==> src/rtl/csa_resolve_serial_if.sv <==
// Handshake and data bundle for the carry-save resolver.
// The slave side is the resolver. The master side drives operands and
// consumes results.
interface csa_resolve_serial_if #(
    parameter int WIDTH = 24
);
    logic             in_valid;
    logic             in_ready;
    logic [WIDTH-1:0] sum_in;
    logic [WIDTH-1:0] carry_in;
    logic             out_valid;
    logic             out_ready;
    logic [WIDTH:0]   result;
    logic             busy;

    modport slave (
        input  in_valid, sum_in, carry_in, out_ready,
        output in_ready, out_valid, result, busy
    );

    modport master (
        output in_valid, sum_in, carry_in, out_ready,
        input  in_ready, out_valid, result, busy
    );
endinterface

==> src/rtl/csa_resolve_serial.sv <==
// Serial carry-propagate resolver for a carry-save (sum, carry) pair.
// It resolves CHUNK bits per clock and keeps a ripple carry between chunks.
// The result is WIDTH+1 bits wide, and its MSB is the final carry-out.
module csa_resolve_serial #(
    parameter int WIDTH = 24,
    parameter int CHUNK = 8
) (
    input  logic               clk,
    input  logic               rst_n,
    csa_resolve_serial_if.slave bus
);
    localparam int NCHUNK  = (WIDTH + CHUNK - 1) / CHUNK;
    localparam int KW      = (NCHUNK > 1) ? $clog2(NCHUNK) : 1;
    // Bit position inside the last chunk's sum that carries weight WIDTH.
    localparam int LASTPOS = WIDTH - (NCHUNK - 1) * CHUNK;

    typedef enum logic [1:0] {IDLE, ADD, DONE} state_t;

    state_t           state_reg, state_next;
    logic [WIDTH-1:0] sum_reg;
    logic [WIDTH-1:0] carry_vec_reg;
    logic             cy_reg;
    logic [KW-1:0]    k_reg;
    logic [WIDTH:0]   result_reg;
    logic [WIDTH:0]   result_next;

    logic [CHUNK-1:0] a_chunks [NCHUNK];
    logic [CHUNK-1:0] b_chunks [NCHUNK];
    logic [CHUNK:0]   csum;
    logic             last_chunk;

    // Split the latched operands into chunks. A partial top chunk is zero-extended.
    genvar gi;
    generate
        for (gi = 0; gi < NCHUNK; gi++) begin : g_split
            if ((gi + 1) * CHUNK <= WIDTH) begin : g_full
                assign a_chunks[gi] = sum_reg[gi*CHUNK +: CHUNK];
                assign b_chunks[gi] = carry_vec_reg[gi*CHUNK +: CHUNK];
            end else begin : g_part
                assign a_chunks[gi] = CHUNK'(sum_reg[WIDTH-1:gi*CHUNK]);
                assign b_chunks[gi] = CHUNK'(carry_vec_reg[WIDTH-1:gi*CHUNK]);
            end
        end
    endgenerate

    assign last_chunk = (k_reg == KW'(NCHUNK - 1));
    assign csum       = {1'b0, a_chunks[k_reg]} + {1'b0, b_chunks[k_reg]}
                      + {{CHUNK{1'b0}}, cy_reg};

    // Each result bit is updated only while its own chunk is being added.
    generate
        for (gi = 0; gi < WIDTH; gi++) begin : g_res
            assign result_next[gi] = (state_reg == ADD && k_reg == KW'(gi / CHUNK))
                                   ? csum[gi % CHUNK] : result_reg[gi];
        end
    endgenerate
    assign result_next[WIDTH] = (state_reg == ADD && last_chunk)
                              ? csum[LASTPOS] : result_reg[WIDTH];

    // State register.
    always_ff @(posedge clk or negedge rst_n) begin
        if (!rst_n) state_reg <= IDLE;
        else        state_reg <= state_next;
    end

    // Next-state logic and handshake outputs.
    always_comb begin
        state_next    = state_reg;
        bus.in_ready  = 1'b0;
        bus.out_valid = 1'b0;
        bus.busy      = 1'b1;
        case (state_reg)
            IDLE: begin
                bus.in_ready = 1'b1;
                bus.busy     = 1'b0;
                if (bus.in_valid) state_next = ADD;
            end
            ADD: begin
                if (last_chunk) state_next = DONE;
            end
            DONE: begin
                bus.out_valid = 1'b1;
                if (bus.out_ready) state_next = IDLE;
            end
            default: state_next = IDLE;
        endcase
    end

    // Datapath: latch operands on accept, then ripple one chunk per ADD cycle.
    always_ff @(posedge clk or negedge rst_n) begin
        if (!rst_n) begin
            sum_reg       <= '0;
            carry_vec_reg <= '0;
            cy_reg        <= 1'b0;
            k_reg         <= '0;
            result_reg    <= '0;
        end else begin
            result_reg <= result_next;
            case (state_reg)
                IDLE: begin
                    if (bus.in_valid) begin
                        sum_reg       <= bus.sum_in;
                        carry_vec_reg <= bus.carry_in;
                        cy_reg        <= 1'b0;
                        k_reg         <= '0;
                    end
                end
                ADD: begin
                    cy_reg <= csum[CHUNK];
                    if (!last_chunk) k_reg <= k_reg + KW'(1);
                end
                default: ;
            endcase
        end
    end

    assign bus.result = result_reg;
endmodule

==> src/flat_wrapper.sv <==
// flat-port wrapper written by rule: the top's interface ports become plain ports
module csa_resolve_serial_flat 
#(
    parameter int WIDTH = 24,
    parameter int CHUNK = 8
)
  (clk, rst_n, bus_in_valid, bus_sum_in, bus_carry_in, bus_out_ready, bus_in_ready, bus_out_valid, bus_result, bus_busy);
  csa_resolve_serial_if #(.WIDTH(WIDTH)) bus_i ();
  input  logic clk;
  input  logic rst_n;
  input wire logic [$bits(bus_i.in_valid)-1:0] bus_in_valid;
  input wire logic [$bits(bus_i.sum_in)-1:0] bus_sum_in;
  input wire logic [$bits(bus_i.carry_in)-1:0] bus_carry_in;
  input wire logic [$bits(bus_i.out_ready)-1:0] bus_out_ready;
  output wire logic [$bits(bus_i.in_ready)-1:0] bus_in_ready;
  output wire logic [$bits(bus_i.out_valid)-1:0] bus_out_valid;
  output wire logic [$bits(bus_i.result)-1:0] bus_result;
  output wire logic [$bits(bus_i.busy)-1:0] bus_busy;
  assign bus_i.in_valid = bus_in_valid;
  assign bus_i.sum_in = bus_sum_in;
  assign bus_i.carry_in = bus_carry_in;
  assign bus_i.out_ready = bus_out_ready;
  assign bus_in_ready = bus_i.in_ready;
  assign bus_out_valid = bus_i.out_valid;
  assign bus_result = bus_i.result;
  assign bus_busy = bus_i.busy;
  csa_resolve_serial #(.WIDTH(WIDTH), .CHUNK(CHUNK)) u_core (.clk(clk), .rst_n(rst_n), .bus(bus_i));
endmodule
==> config.mk <==
export PLATFORM = sky130hd
export DESIGN_NAME = csa_resolve_serial_flat
export DESIGN_NICKNAME = d
export VERILOG_FILES = /design/src/rtl/csa_resolve_serial_if.sv /design/src/rtl/csa_resolve_serial.sv /design/src/flat_wrapper.sv
export SDC_FILE = /design/constraint.sdc
export NUM_CORES = 1
export LEC_CHECK = 0
export BUFFER_PORTS_ARGS = -buffer_cell sky130_fd_sc_hd__buf_4
export CORE_ASPECT_RATIO = 0.75
export CORE_MARGIN = 2
export CORE_UTILIZATION = 34
export DETAILED_ROUTE_END_ITERATION = 7
export HOLD_SLACK_MARGIN = 0.03
export PLACE_DENSITY = 0.56
export SETUP_SLACK_MARGIN = 0.4
export SKIP_CTS_REPAIR_TIMING = 1
export SLEW_MARGIN = 20
export SYNTH_ARGS = -nofsm -noshare
export SYNTH_HDL_FRONTEND = slang
export SYNTH_SLANG_ARGS = --single-unit
==> constraint.sdc <==
create_clock -name clk -period 4.1 [get_ports clk]
set_input_delay 0.205 -clock clk [delete_from_list [all_inputs] [get_ports clk]]
set_output_delay 0.205 -clock clk [all_outputs]
set_load 0.02 [all_outputs]
==> impl_metrics.json <==
{
  "status": "finished, final reports clean",
  "dp_slack_ns": 0.976,
  "p_seq_share_pct": 30.7,
  "vias_per_cell": 4.72,
  "clkPwrFrac_pct": 17.6,
  "clock_path_buffers": 2,
  "overflow": 0,
  "antenna_cells": 0,
  "largest_reg_flops": 25,
  "min_to": "u_core.state_reg[1]",
  "syn_inst": 300,
  "wirelength_um": 8160,
  "swShare_pct": 39.5,
  "synth_compound_area_share_pct": 9.12,
  "maxSlewViolCount": 0,
  "synth_top_family_by_area": "multiplexers",
  "reg2reg_to": "u_core.bus.result[22]",
  "cts.sinks": 78,
  "stdcell_area_mm2": 0.00473,
  "max_slew.worst_pin.slew_ns": 0.752,
  "port_buffers": 79,
  "antenna_left": 0,
  "gp_congestion": 0.766,
  "cts_tree": "done",
  "cts-root-buf": "clkbuf_16",
  "area_growth_pct": 27.3,
  "ios": 80,
  "nNetsFinal": 444,
  "ir_drop_v": 0.000503,
  "clock_latency_ns": 0.34,
  "hold_viol_final": 0,
  "ys_warn_count": 0,
  "placed_area_mm2": 0.00441,
  "path_clk_slew_ns": 0.06,
  "switchingPower_uw": 1820,
  "setup_violations": 0,
  "synth_fp_nets": 364,
  "grt_use_total_pct": 14.5,
  "synth.area.mux_share_pct": 23.6,
  "initial_utilization_pct": 34.5,
  "core_area_mm2": 0.0108,
  "maxUsedRoutingLayer": "met4",
  "grt_max_degree": 79,
  "end_kind": "flop",
  "die_w_um": 125,
  "syn_area_per_cell_um2": 12.4,
  "die_h_um": 94.6,
  "ff2ff_path_depth": 13,
  "dp.final_hpwl_um": 5930,
  "netlist_area_mm2": 0.00372,
  "ys_ff_latch": 78,
  "antenna_found_initial": 0,
  "grt_pass1_vias": 2551,
  "yosysTopAreaCell": "dfrtp_1",
  "drv_cap": 0,
  "crit_type": "reg2reg",
  "cts_made_buffers": 9,
  "route.vias.total": 2477,
  "ys_seq_area_share_pct": 52.5,
  "holdWs_ns": 0.0487,
  "start_kind": "flop",
  "power.leakage_uw": 0.00220,
  "power_frac_comb_pct": 51.8,
  "ys_top_cells_by_area": "dfrtp_1, mux2_2, mux2_4",
  "grt_first_pass_wirelength_um": 13200,
  "synth-adder-area-share_pct": 4.44,
  "yosysUniqueCellTypes": 34,
  "routed-wl-met3_um": 429,
  "p_int_uw": 2790,
  "mostFrequentLayoutCells": "buf_4, dfrtp_1, nand2_1",
  "htreeDepth": 3,
  "die-area_mm2": 0.0118,
  "r2r_setup_slack_ns": 0.99,
  "synth_edf_count": 0,
  "routed-wl-met2_um": 3510,
  "drive_gt1_share_pct": 41.0,
  "fp-row-count": 33,
  "synth_top_area_share_pct": 52.5,
  "fin_crit_sh_pct": 75.9,
  "min_period_ns": 3.11,
  "r2r_start": "u_core.k_reg[0]",
  "synthArstFlopShare_pct": 100,
  "critPathMaxFanout": 19,
  "hp-class": "in2reg",
  "yosys.area_share.simple_pct": 5.96,
  "cellPowerDensity_mw_per_mm2": 973,
  "fin_ws_ns": 0.987,
  "drt-initial-drc-count": 107,
  "drc_errors": 0,
  "drt-pass1-iter-count": 5,
  "cp.arrival_ns": 3.31,
  "setup_tns_ns": 0,
  "fmax_mhz": 321,
  "rsz0062_at_grt": "false",
  "drt-met1-wl_um": 4110,
  "synth_xor_area_share_pct": 0.942,
  "critPathRequiredTime_ns": 4.30,
  "min_from": "bus_out_ready",
  "final_common_cell": "buf_4",
  "maxSlewHeadroom_pct": 49.8,
  "synthFlopType": "dfrtp_1",
  "fin_skew_ns": 0.00806,
  "routedWlPerCell_um": 15.5,
  "min_path_cells": 2
}
## through the flow
step | total power [µW] | util [%] | cells
after global placement | 3780 | 40.9 | 508
final | 4600 | 43.9 | 525
after detailed placement | 3840 | 40.9 | 508
after global routing | 4980 | 43.9 | 525
after floorplan | 3120 | - | 300
after CTS | 4680 | 43.8 | 524
## power groups by stage
stage	registers (µW)	logic (µW)	clock network (µW)
final	1410	2380	809
after floorplan	1480	1640	0
after global placement	1420	2360	0
after CTS	1420	2430	835
after detailed placement	1430	2410	0
after global routing	1470	2650	866
## metal layers
metal	track usage (%)	vias to the layer above
met1	20.6	1211
met3	4.99	8
li1	-	1200
met5	0	-
met2	20.3	58
met4	5.62	0
## layout make-up
class	instances	area [µm²]
clock buffers	11	253
clock inverters	5	57.6
fillers	1023	6040
inverters	10	37.5
multi-input cells	199	1640
flip-flops and latches	78	1950
well taps	140	175
repair buffers	82	622
## cell usage after synthesis (all sizes together), types with 3 or more instances
cell and number:
o31ai 3, buf 9, mux2 56, o21ai 36, xor2 4, mux2i 17, nor2 9, ha 10
clkbuf 4, a22o 3, a21oi 7, dfrtp 78, inv 10, nand2 37
## how the worst max path moves through the flow
| stage | from | to | slack (ns) | depth (start not counted) |
|---|---|---|---|---|
| after floorplan | u_core.k_reg[0] | u_core.bus.result[6] | 1.28 | 14 |
| after global placement | u_core.k_reg[1] | u_core.bus.result[23] | 1.13 | 11 |
| after detailed placement | u_core.k_reg[0] | u_core.bus.result[22] | 0.98 | 13 |
| after CTS | u_core.k_reg[0] | u_core.bus.result[22] | 0.98 | 13 |
| after global routing | u_core.k_reg[0] | u_core.bus.result[22] | 0.66 | 13 |
| final | u_core.k_reg[0] | u_core.bus.result[22] | 0.99 | 13 |
## logic make-up (layout without fill, tap and decap cells)
logic type	count (synthesis)	in the layout
fa+ha+maj	12	12
flops	78	78
compound gates	57	57
buf+inv	23	108
mux	73	73
xor+xnor	4	4
simple gates	53	53
## critical path: stages, from the launching register on
cell and delay, ns:
dfrtp_1 0.66, inv_1 0.18, nor2_1 0.13, buf_4 0.20, nand2_1 0.06, o21ai_0 0.11
fa_1 0.29, inv_1 0.07, fa_1 0.40, nor2b_1 0.16, o31a_1 0.18, o21ai_1 0.08
a21boi_0 0.32, o31ai_1 0.14
Power figures use the tool's default switching activity.
